### config.mk
export PLATFORM = sky130hd
export DESIGN_NAME = vga_timing_ctrl
export DESIGN_NICKNAME = d
export VERILOG_FILES = /design/src/rtl/vga_pkg.sv /design/src/rtl/pix_en_div.sv /design/src/rtl/vga_timing_ctrl.sv
export SDC_FILE = /design/constraint.sdc
export NUM_CORES = 1
export LEC_CHECK = 0
export CAP_MARGIN = 25
export CORE_MARGIN = 2
export CORE_UTILIZATION = 55
export DETAILED_ROUTE_END_ITERATION = 10
export GPL_TIMING_DRIVEN = 0
export PLACE_DENSITY = 0.85
export SLEW_MARGIN = 5
export SYNTH_ARGS = -nofsm -noshare
export SYNTH_HDL_FRONTEND = slang
export SYNTH_SLANG_ARGS = --single-unit
### constraint.sdc
create_clock -name clk -period 3.04 [get_ports clk]
set_input_delay 0.608 -clock clk [delete_from_list [all_inputs] [get_ports clk]]
set_output_delay 0.608 -clock clk [all_outputs]
set_load 0.05 [all_outputs]
### src/rtl/vga_pkg.sv
// Shared VGA timing defaults, colour type and palette for the raster generator and display logic.
// Latency: none (types, constants and a pure function only).
// Backpressure: none; every consumer is free-running.
package vga_pkg;

    localparam int H_TOTAL_DEF     = 800;
    localparam int H_SYNC_DEF      = 96;
    localparam int H_VIS_START_DEF = 144;
    localparam int H_VIS_END_DEF   = 783;
    localparam int V_TOTAL_DEF     = 525;
    localparam int V_SYNC_DEF      = 2;
    localparam int V_VIS_START_DEF = 35;
    localparam int V_VIS_END_DEF   = 514;

    typedef logic [11:0] color_t;

    localparam color_t WHITE  = 12'hFFF;
    localparam color_t GRAY   = 12'h888;
    localparam color_t ORANGE = 12'hF80;
    localparam color_t RED    = 12'hF00;
    localparam color_t GREEN  = 12'h0F0;

    function automatic logic in_range(input logic [9:0] val,
                                      input logic [9:0] lo,
                                      input logic [9:0] hi);
        return (val >= lo) && (val <= hi);
    endfunction

endpackage

### src/rtl/pix_en_div.sv
// Divides the system clock down to a one-clk pixel-rate strobe.
// Latency: first strobe in the CLK_DIV-th clk after reset release.
// Backpressure: none; free-running.
module pix_en_div #(
    parameter int CLK_DIV = 4
) (
    input  logic clk,
    input  logic rst_n,
    output logic pix_en
);

    localparam int W = (CLK_DIV > 1) ? $clog2(CLK_DIV) : 1;
    localparam logic [W-1:0] DIV_LAST = W'(CLK_DIV - 1);

    logic [W-1:0] r_div_cnt;

    always_ff @(posedge clk or negedge rst_n) begin
        if (!rst_n) begin
            r_div_cnt <= '0;
        end else if (r_div_cnt == DIV_LAST) begin
            r_div_cnt <= '0;
        end else begin
            r_div_cnt <= r_div_cnt + 1'b1;
        end
    end

    assign pix_en = (r_div_cnt == DIV_LAST);

endmodule

### src/rtl/vga_timing_ctrl.sv
// 640x480 raster counters, visible-area decode, registered sync/colour pins and frame/game tick strobes.
// Latency: pins lag hCount/vCount by one pixel period; frame_start/game_tick one clk after the wrap edge.
// Backpressure: none; free-running, rgb is sampled unconditionally on each pixel edge.
module vga_timing_ctrl
    import vga_pkg::*;
#(
    parameter int CLK_DIV         = 4,
    parameter int H_TOTAL         = H_TOTAL_DEF,
    parameter int H_SYNC          = H_SYNC_DEF,
    parameter int H_VIS_START     = H_VIS_START_DEF,
    parameter int H_VIS_END       = H_VIS_END_DEF,
    parameter int V_TOTAL         = V_TOTAL_DEF,
    parameter int V_SYNC          = V_SYNC_DEF,
    parameter int V_VIS_START     = V_VIS_START_DEF,
    parameter int V_VIS_END       = V_VIS_END_DEF,
    parameter int FRAMES_PER_TICK = 15
) (
    input  logic        clk,
    input  logic        rst_n,
    input  logic [11:0] rgb,
    output logic [9:0]  hCount,
    output logic [9:0]  vCount,
    output logic        bright,
    output logic        pix_en,
    output logic        frame_start,
    output logic        game_tick,
    output logic        hSync,
    output logic        vSync,
    output logic [3:0]  vgaR,
    output logic [3:0]  vgaG,
    output logic [3:0]  vgaB
);

    localparam logic [9:0] H_LAST  = 10'(H_TOTAL - 1);
    localparam logic [9:0] V_LAST  = 10'(V_TOTAL - 1);
    localparam logic [9:0] H_SYN_W = 10'(H_SYNC);
    localparam logic [9:0] V_SYN_W = 10'(V_SYNC);
    localparam logic [9:0] H_VS    = 10'(H_VIS_START);
    localparam logic [9:0] H_VE    = 10'(H_VIS_END);
    localparam logic [9:0] V_VS    = 10'(V_VIS_START);
    localparam logic [9:0] V_VE    = 10'(V_VIS_END);
    localparam logic [7:0] FPT_LAST = 8'(FRAMES_PER_TICK - 1);

    logic       w_pix_en;
    logic       w_h_last;
    logic       w_wrap;
    logic       w_bright;
    logic [9:0] r_h;
    logic [9:0] r_v;
    logic [7:0] r_frame_cnt;
    logic       r_frame_start;
    logic       r_game_tick;
    logic       r_hsync;
    logic       r_vsync;
    color_t     r_col;

    pix_en_div #(.CLK_DIV(CLK_DIV)) u_pix_en_div (
        .clk    (clk),
        .rst_n  (rst_n),
        .pix_en (w_pix_en)
    );

    assign w_h_last = (r_h == H_LAST);
    assign w_wrap   = w_pix_en && w_h_last && (r_v == V_LAST);
    assign w_bright = in_range(r_h, H_VS, H_VE) && in_range(r_v, V_VS, V_VE);

    always_ff @(posedge clk or negedge rst_n) begin
        if (!rst_n) begin
            r_h <= '0;
            r_v <= '0;
        end else if (w_pix_en) begin
            if (w_h_last) begin
                r_h <= '0;
                r_v <= (r_v == V_LAST) ? 10'd0 : r_v + 10'd1;
            end else begin
                r_h <= r_h + 10'd1;
            end
        end
    end

    // Pin stage: captures the pixel currently on the counters, so pins trail by one pixel.
    always_ff @(posedge clk or negedge rst_n) begin
        if (!rst_n) begin
            r_hsync <= 1'b1;
            r_vsync <= 1'b1;
            r_col   <= '0;
        end else if (w_pix_en) begin
            r_hsync <= !(r_h < H_SYN_W);
            r_vsync <= !(r_v < V_SYN_W);
            r_col   <= w_bright ? rgb : '0;
        end
    end

    always_ff @(posedge clk or negedge rst_n) begin
        if (!rst_n) begin
            r_frame_cnt   <= '0;
            r_frame_start <= 1'b0;
            r_game_tick   <= 1'b0;
        end else begin
            r_frame_start <= w_wrap;
            r_game_tick   <= w_wrap && (r_frame_cnt == FPT_LAST);
            if (w_wrap) begin
                r_frame_cnt <= (r_frame_cnt == FPT_LAST) ? 8'd0 : r_frame_cnt + 8'd1;
            end
        end
    end

    assign hCount      = r_h;
    assign vCount      = r_v;
    assign bright      = w_bright;
    assign pix_en      = w_pix_en;
    assign frame_start = r_frame_start;
    assign game_tick   = r_game_tick;
    assign hSync       = r_hsync;
    assign vSync       = r_vsync;
    assign vgaR        = r_col[11:8];
    assign vgaG        = r_col[7:4];
    assign vgaB        = r_col[3:0];

endmodule

After elaboration in Yosys (flattened, before gate mapping)

Index checks and enable logic that the tools add are counted.
Widths: inputs -> output; s select.

Register bits: 46
Logic and storage cells: 37
Input bits: 14

Muxes and demuxes: 5
Magnitude comparators: 6
Eq/ne operators: 4
$add $sub $neg: 4
Reduce and logical (&&, ||, !) cells: 9

Operators with widths:

| kind                  | count |
|---|---|
| $add 10x1->10 const B | 2 |
| $eq 10x10->1 const B  | 2 |
| $le 10x10->1 const B  | 2 |
| $mux 10               | 2 |
| $mux 12               | 1 |
| $ge 10x6->1 const B   | 1 |
| $ge 10x8->1 const B   | 1 |
| $lt 10x2->1 const B   | 1 |
| $lt 10x7->1 const B   | 1 |
| $add 8x1->8 const B   | 1 |
| $eq 8x4->1 const B    | 1 |
| $mux 8                | 1 |
| $logic_and 1x1->1     | 6 |
| $add 2x1->2 const B   | 1 |
| $eq 2x2->1 const B    | 1 |
| $logic_not 1->1       | 2 |
| $mux 2                | 1 |
| $reduce_and 2->1      | 1 |

Longest topological paths before layout

Gate-level depths: netlist of the first run.

Depth after elaboration: 4
Depth in mapped cells: 8
Depth with buffers taken out: 7

Modules after synthesis

Synthesis of the first run repeated with hierarchy kept, for this count alone.

Cell total of the unflattened synthesis: 234
Area, all modules: 2369.8 µm²

By module, submodules not included:

| module          | seq. area each (µm²) | instances | cells each | area an instance (µm²) |
|---|---|---|---|---|
| vga_timing_ctrl | 1103.6               | 1         | 230        | 2303.5 |
| pix_en_div      | 50.0                 | 1         | 4          | 66.3 |

Least setup slack after synthesis of the first run

Ideal clock, no wire load.

Path type: register to output
Start point: register r_h[5] (netlist: hCount[5])
End point: output bright
Setup slack: 0.109 ns
Buffers on the path: 2
Cell stages (with the launch flop): 7
Required time: 2.432 ns
Arrival time: 2.323 ns
Path through: dfrtp_1 > buf_6 > or4_1 > nand3_1 > o31ai_2 > buf_6 > nor3b_2

Longest elaborated chain between the ends: 3
Elaborated cells between the ends (all ways): 4

RTL lines:

| what                                        | line                  | source |
|---|---|---|
| from (decl)                                 | vga_timing_ctrl.sv:48 | `logic [9:0] r_h;` |
| from (signal assigned)                      | vga_timing_ctrl.sv:76 | `r_h <= r_h + 10'd1;` |
| $ge 10x8->1 or $le 10x10->1 (tied branches) | vga_pkg.sv:26         | `return (val >= lo) && (val <= hi);` |
| $logic_and 1x1->1 *                         | vga_pkg.sv:26         |  |
| $logic_and 1x1->1 *                         | vga_timing_ctrl.sv:65 | `assign w_bright = in_range(r_h, H_VS, H_VE) && in_range(r_v, V_VS, V_VE);` |
| to (decl)                                   | vga_timing_ctrl.sv:23 | `output logic bright,` |

Every way passes the cells marked *; elsewhere a longest branch is shown, timed or not.

Worst setup path after layout of the first run

Ends and elaborated chain as after synthesis.

==> flow_summary.yaml, run 1 <==
layout:
  antennaDiodeCount: 0
  nNetsFinal: 320
  drive_gt1_share_pct: 12.7
  area_growth_pct: 27.2
  n_fill_cell: 358
  final_util_pct: 72.5
timing:
  finalSetupViolations: 0
  final.period_utilization_pct: 94.8
  setup_slack_ns: 0.159
  period_minus_slack_ns: 2.88
  setup_tns_ns: 0
  fmax_ghz: 0.347
  finalHoldViolations: 0
  worst_pin_slew_ns: 0.518
  relSlewSlack_pct: 65.4
  slew_violations: 0
  grt_setup_unrepaired: "no"
  skew_ns: 0.00491
yosys:
  synth_compound_area_share_pct: 17.7
  synth_fa_ha_area_share_pct: 4.07
  yosys.area.top_type_share_pct: 44.7
  syn_nets: 261
  avgSynthCellArea_sq_um: 10.3
  netlist_area_sq_mm: 0.00246
  synthFlopType: "dfrtp_1"
  synth_top_family_by_area: "simple AND/OR/NAND/NOR gates"
  synth_edf_count: 0
  ys_seq_elements: 46
  syn_inst: 239
  ys_types: 51
  async_reset_ff_share_pct: 100
  synth_xor_area_share_pct: 3.91
  yosys_warnings: 0
  synth_area_leaders: "dfrtp_1 (45%), nand3_1 (6.1%), o32ai_2 (5.9%), ha_1 (4.1%), xnor2_1 (3.2%)"
  synth_seq_area_share_pct: 46.8
  synth-simple-area-share_pct: 19.4
  synthMuxAreaShare_pct: 0.864
  yosys.area.top_type: "dfrtp_1"
worst_setup_path:
  path_max_fanout: 10
  reg2reg_depth: 6
  required_ns: 2.43
  endpoint_kind: "output port"
  crit_type: "reg -> out"
  cp_data_arrival_time_ns: 2.27
  r2r_setup_slack_ns: 1.10
  crit_chain: "buf_6, or4_1, nand3_1, o31ai_2, buf_6, nor3b_2, clkdlybuf4s15_2"
  path_buf_inv: 3
  crit_top_cell: "buf_6"
  slowest_delay_ns: 0.51
  r2r-end: "r_frame_cnt[4]"
  start_kind: "register"
  crit_family: "simple AND/OR/NAND/NOR gates"
  r2r_start: "vCount[0]"
  slowest_stage: "or4_1"
routing:
  ant_nets: 0
  drc: 0
  wl_per_cell_um: 15.4
  vias: 2081
  firstDrtPassIters: 6
  drt-total-wl_mm: 5.40
  drtIter0Drc: 156
  vias_per_cell: 5.93
placement:
  gp_congestion: 0.912
  dp_slack_ns: 0.0526
  port_buffers: 51
  hpwlAfterDp_mm: 3.82
power_and_ir_drop:
  finalPower_w: 0.00100
  power.density_mw_per_mm2: 320
  ir_drop_uv: 196
  leakage_nw: 1.28
clocking:
  root_buffer: "clkbuf_8"
  cts_hold_buffers: 0
  cts.sinks: 46
  clockBufferDepth: 2
  insertion_delay_ns: 0.30
  cts_max_level: 2
  cts_tree: "yes"
  clk_pin_slew_worst_paths_ns: 0.08
  numCtsBuffers: 5
die:
  start_util_pct: 56.9
  die_h_um: 70.9
  dieArea_sq_mm: 0.00503
  io_pins: 52
  rows: 24
  die_x_um: 70.9
  core_area_sq_mm: 0.00432
min_path:
  min_path_type: "in -> async"
global_route:
  grt_max_degree: 36
  grt_usage_pct: 22.7
  antenna_found_initial: 0
  grt_pass1_vias: 1949
  grt_pass1_wl_mm: 9.14
  grt.overflow.total: 0
job:
  maxCapViolCount: 0
run_status:
  status: "completed"
-- cell usage in the layout (no fill, tap or decap), drive strengths merged, types with 8 or more instances in the layout --
| cell | netlist | layout |
|---|---|---|
| xnor2 | 9 | 9 |
| clkbuf | 4 | 12 |
| clkdlybuf4s50 | 0 | 49 |
| nand2 | 10 | 10 |
| buf | 9 | 12 |
| o32ai | 12 | 12 |
| nand3 | 30 | 30 |
| o21ai | 12 | 12 |
| inv | 20 | 20 |
| ha | 8 | 8 |
| nor2 | 10 | 10 |
| dfrtp | 44 | 44 |
| nand4 | 8 | 8 |
-- worst register-to-register path, delay by kind of cell, from the launching register on --
kind | cells | cell delay [ns]
AO/OA/AOI/OAI | 1 | 0.36
adder cells (fa/ha/maj) | 1 | 0.16
AND/OR/NAND/NOR | 3 | 0.72
flip-flops | 1 | 0.43
buffers and inverters | 1 | 0.16
-- registers in the layout, indices dropped and copies added, names as in the netlist --
name,cells
hSync,1
vCount,10
frame_start,1
hCount,10
game_tick,1
r_col,12
vSync,1
u_pix_en_div.r_div_cnt,2
r_frame_cnt,8
-- worst max path at each step --
| stage | endpoint | startpoint | cells past startpoint |
|---|---|---|---|
| 6_report | bright | hCount[5] | 7 |
| 5_1_grt | bright | hCount[5] | 7 |
| 2_1_floorplan | bright | hCount[5] | 6 |
| 3_5_place_dp | bright | hCount[5] | 7 |
| 4_1_cts | bright | vCount[1] | 7 |
| 3_3_place_gp | bright | vCount[1] | 7 |
-- cells in the mapped netlist, types with 2 or more instances --
master     n
clkbuf_1   3
nand4_1    8
o32ai_2    9
buf_6      5
o31ai_1    3
nor2b_1    2
xnor2_1    9
and3_1     5
a21o_1     3
xor2_1     2
dfrtp_1   44
o41ai_1    2
inv_1     20
nand2b_1   2
nand3_1   30
nor3b_1    2
nand2_1   10
nor2_1    10
o21ai_0   11
dfstp_2    2
ha_1       8
a31oi_1    4
and2_1     3
nor4_1     2
buf_2      3
and4_1     3
a21oi_1    5
nor3_1     4
o32ai_1    3
-- metal layers --
layer	up-vias	global-route usage, %	wire length, um
met5	-	0	0
li1	983	-	-
met2	70	36.2	2540
met3	4	4.84	319
met4	0	6.50	48
met1	1024	31.6	2490
-- cell type report --
type / instances / area (sq um) / share of cell area, %
inverters: 20 / 75.1 / 2.40
flip-flops and latches: 46 / 1150 / 36.8
multi-input cells: 159 / 1130 / 36.1
repair buffers: 53 / 534 / 17.1
plain buffers: 13 / 95.1 / 3.04
well taps: 52 / 65.1 / 2.08
clock buffers: 8 / 80.1 / 2.56
-- logic make-up after synthesis --
kind of cell | Yosys count
flops | 46
mux | 2
compound gates | 51
xor+xnor | 11
simple gates | 87
buf+inv | 34
fa+ha+maj | 8
-- power breakdown --
part | total (W) | switching [W] | leakage [nW] | internal (W)
Sequential | 0.000611 | 0 | 0.621 | 0.000611
Clock | 0.000360 | 0.000197 | 0.0395 | 0.000164
Combinational | 0.0000313 | 0.0000147 | 0.624 | 0.0000165
Total | 0.00100 | 0.000211 | 1.28 | 0.000791
-- timing repair --
item,in CTS,in global routing
gates resized for setup,3,0
setup endpoints to repair,1,1
setup buffers,0,1
pin swaps,0,0
-- through the flow --
stage / cell area, sq um / hold WS [ns] / instances
finish: 3130 / 0.189 / 351
global route: 3130 / 0.193 / 351
CTS: 3130 / 0.188 / 351
detailed placement: 3050 / 0.425 / 343
global placement: 3040 / 0.415 / 342
floorplan: 2460 / 0.312 / 239
(Power assumes the default switching activity.)
==> inputs of run 2 (changes only) <==
--- a/config.mk
+++ b/config.mk
@@ -6,7 +6,7 @@
 export NUM_CORES = 1
 export LEC_CHECK = 0
 export CAP_MARGIN = 25
-export CORE_MARGIN = 2
+export CORE_MARGIN = 5
 export CORE_UTILIZATION = 55
 export DETAILED_ROUTE_END_ITERATION = 10
 export GPL_TIMING_DRIVEN = 0
==> run 2 against run 1 <==
Against the previous run:
- routed wire length increased by 5.0%
- total power decreased by 0.26%
- register-to-register slack got worse by 0.02 ns
- sequential share of layout area decreased by 0.059 points
- critical path type unchanged
- critical endpoint unchanged
- largest cell class unchanged
- highest routed layer unchanged
==> flow_summary.yaml, run 2 (synthesized netlist as in run 1, its figures left out) <==
timing:
  finalHoldViolations: 0
  skew_ns: 0.00850
  period_minus_slack_ns: 2.83
  grt_setup_unrepaired: "no"
  setup_tns_ns: 0
  finalSetupViolations: 0
  slew_violations: 0
  relSlewSlack_pct: 65.8
  worst_pin_slew_ns: 0.512
  fmax_ghz: 0.354
  whs_ns: 0.199
  final.period_utilization_pct: 93.0
die:
  start_util_pct: 56.6
  die_h_um: 76.9
  die_x_um: 76.9
  rows: 24
  dieArea_sq_mm: 0.00592
  io_pins: 52
  core_area_sq_mm: 0.00435
clocking:
  numCtsBuffers: 5
  cts_max_level: 2
  cts_hold_buffers: 0
  root_buffer: "clkbuf_8"
  cts.sinks: 46
  cts_tree: "yes"
  clockBufferDepth: 2
  clk_pin_slew_worst_paths_ns: 0.09
  insertion_delay_ns: 0.29
run_status:
  status: "completed"
worst_setup_path:
  slowest_stage: "dfrtp_1"
  start_kind: "register"
  required_ns: 2.43
  cp_data_arrival_time_ns: 2.22
  slowest_delay_ns: 0.47
  crit_family: "compound AO/OA/AOI/OAI gates"
  crit_chain: "ha_1, o41ai_1, a21oi_1, a31oi_2, buf_6, nor3b_2, clkbuf_2"
  endpoint_kind: "output port"
  path_max_fanout: 10
  crit_type: "reg -> out"
  path_buf_inv: 2
power_and_ir_drop:
  ir_drop_uv: 320
  leakage_nw: 1.29
  power.density_mw_per_mm2: 319
  finalPower_w: 0.00100
routing:
  firstDrtPassIters: 4
  wl_per_cell_um: 16.1
  drt-total-wl_mm: 5.67
  drtIter0Drc: 135
  drc: 0
  ant_nets: 0
  vias_per_cell: 5.97
  vias: 2100
placement:
  placed_cell_area_sq_mm: 0.00305
  hpwlAfterDp_mm: 4.06
  gp_congestion: 0.826
  port_buffers: 51
global_route:
  grt_usage_pct: 20.0
  antenna_found_initial: 0
  grt_pass1_vias: 2101
  grt.overflow.total: 0
  grt_pass1_wl_mm: 9.85
  grt_max_degree: 35
layout:
  final_common_cell: "clkdlybuf4s50_1"
  top_register: "r_col"
  final_util_pct: 72.1
  drive_gt1_share_pct: 13.3
  multi_input_area_sq_mm: 0.00113
  nNetsFinal: 321
  area.sequential_sq_mm: 0.00115
  largest_reg_flops: 12
  mostFrequentLayoutCells: "clkdlybuf4s50_1 (49), dfrtp_1 (44), nand3_1 (30)"
  design_area_sq_mm: 0.00314
  n_fill_cell: 313
  area_growth_pct: 27.4
  antennaDiodeCount: 0
min_path:
  min_path_type: "in -> async"
job:
  maxCapViolCount: 0
-- run 2: changes by cell type in the layout (fill, tap and decap cells not counted) --
cell             previous run  this run
clkdlybuf4s15_2             1         0
clkbuf_2                    1         2
clkinv_2                    0         2
clkbuf_1                    6         4
dlygate4sd1_1               0         1
-- run 2: path summary, 6_finish.rpt --
| path | from | endpoint | slack (ns) | depth (start not counted) |
|---|---|---|---|---|
| setup / recovery | vCount[1] | bright | 0.21 | 7 |
| hold / removal | rst_n | hCount[4] | 0.20 | 1 |
| setup reg to reg | hCount[0] | r_frame_cnt[5] | 1.08 | 7 |
| hold reg to reg | u_pix_en_div.r_div_cnt[0] | u_pix_en_div.r_div_cnt[0] | 0.43 | 1 |
| max in group asynchronous | rst_n | vSync | 2.28 | 2 |
| min in group clk | u_pix_en_div.r_div_cnt[0] | u_pix_en_div.r_div_cnt[0] | 0.43 | 1 |
-- run 2: metrics by stage --
step	setup slack, ns	cells
finish	0.212	352
global route	0.0717	352
CTS	0.00602	352
detailed placement	0.00789	343
global placement	0.0264	342
floorplan	0.109	239
-- run 2: report_power, final --
group	leakage, nW	switching [W]	internal, W
sequential	0.621	0	0.000611
clock	0.0450	0.000198	0.000160
combinational	0.628	0.0000148	0.0000165
total	1.29	0.000213	0.000787
-- run 2: cell type report --
type	instances	share of cell area (%)
flip-flops and latches	46	36.8
repair buffers	53	16.8
clock buffers	6	2.31
multi-input cells	159	36.0
plain buffers	14	3.31
well taps	52	2.07
clock inverters	2	0.319
inverters	20	2.39
-- run 2: layer usage --
| metal | wire [um] | GRT usage [%] | up-vias |
|---|---|---|---|
| met5 | 0 | 0 | - |
| met4 | 24 | 4.55 | 0 |
| met3 | 365 | 5.15 | 2 |
| met2 | 2740 | 32.2 | 68 |
| met1 | 2540 | 27.0 | 1045 |
| li1 | - | - | 985 |
-- run 2: what timing repair did --
item	in CTS	in global routing
cloned	0	0
resized for setup	2	1
endpoints found under the setup margin	1	1
setup buffers	1	0
==> inputs of run 3 (changes only) <==
--- a/config.mk
+++ b/config.mk
@@ -11,7 +11,7 @@
 export DETAILED_ROUTE_END_ITERATION = 10
 export GPL_TIMING_DRIVEN = 0
 export PLACE_DENSITY = 0.85
-export SLEW_MARGIN = 5
+export SLEW_MARGIN = 15
 export SYNTH_ARGS = -nofsm -noshare
 export SYNTH_HDL_FRONTEND = slang
 export SYNTH_SLANG_ARGS = --single-unit
==> results of run 3 <==
No change in the layout: final DEF, timing and power equal those of run 2.
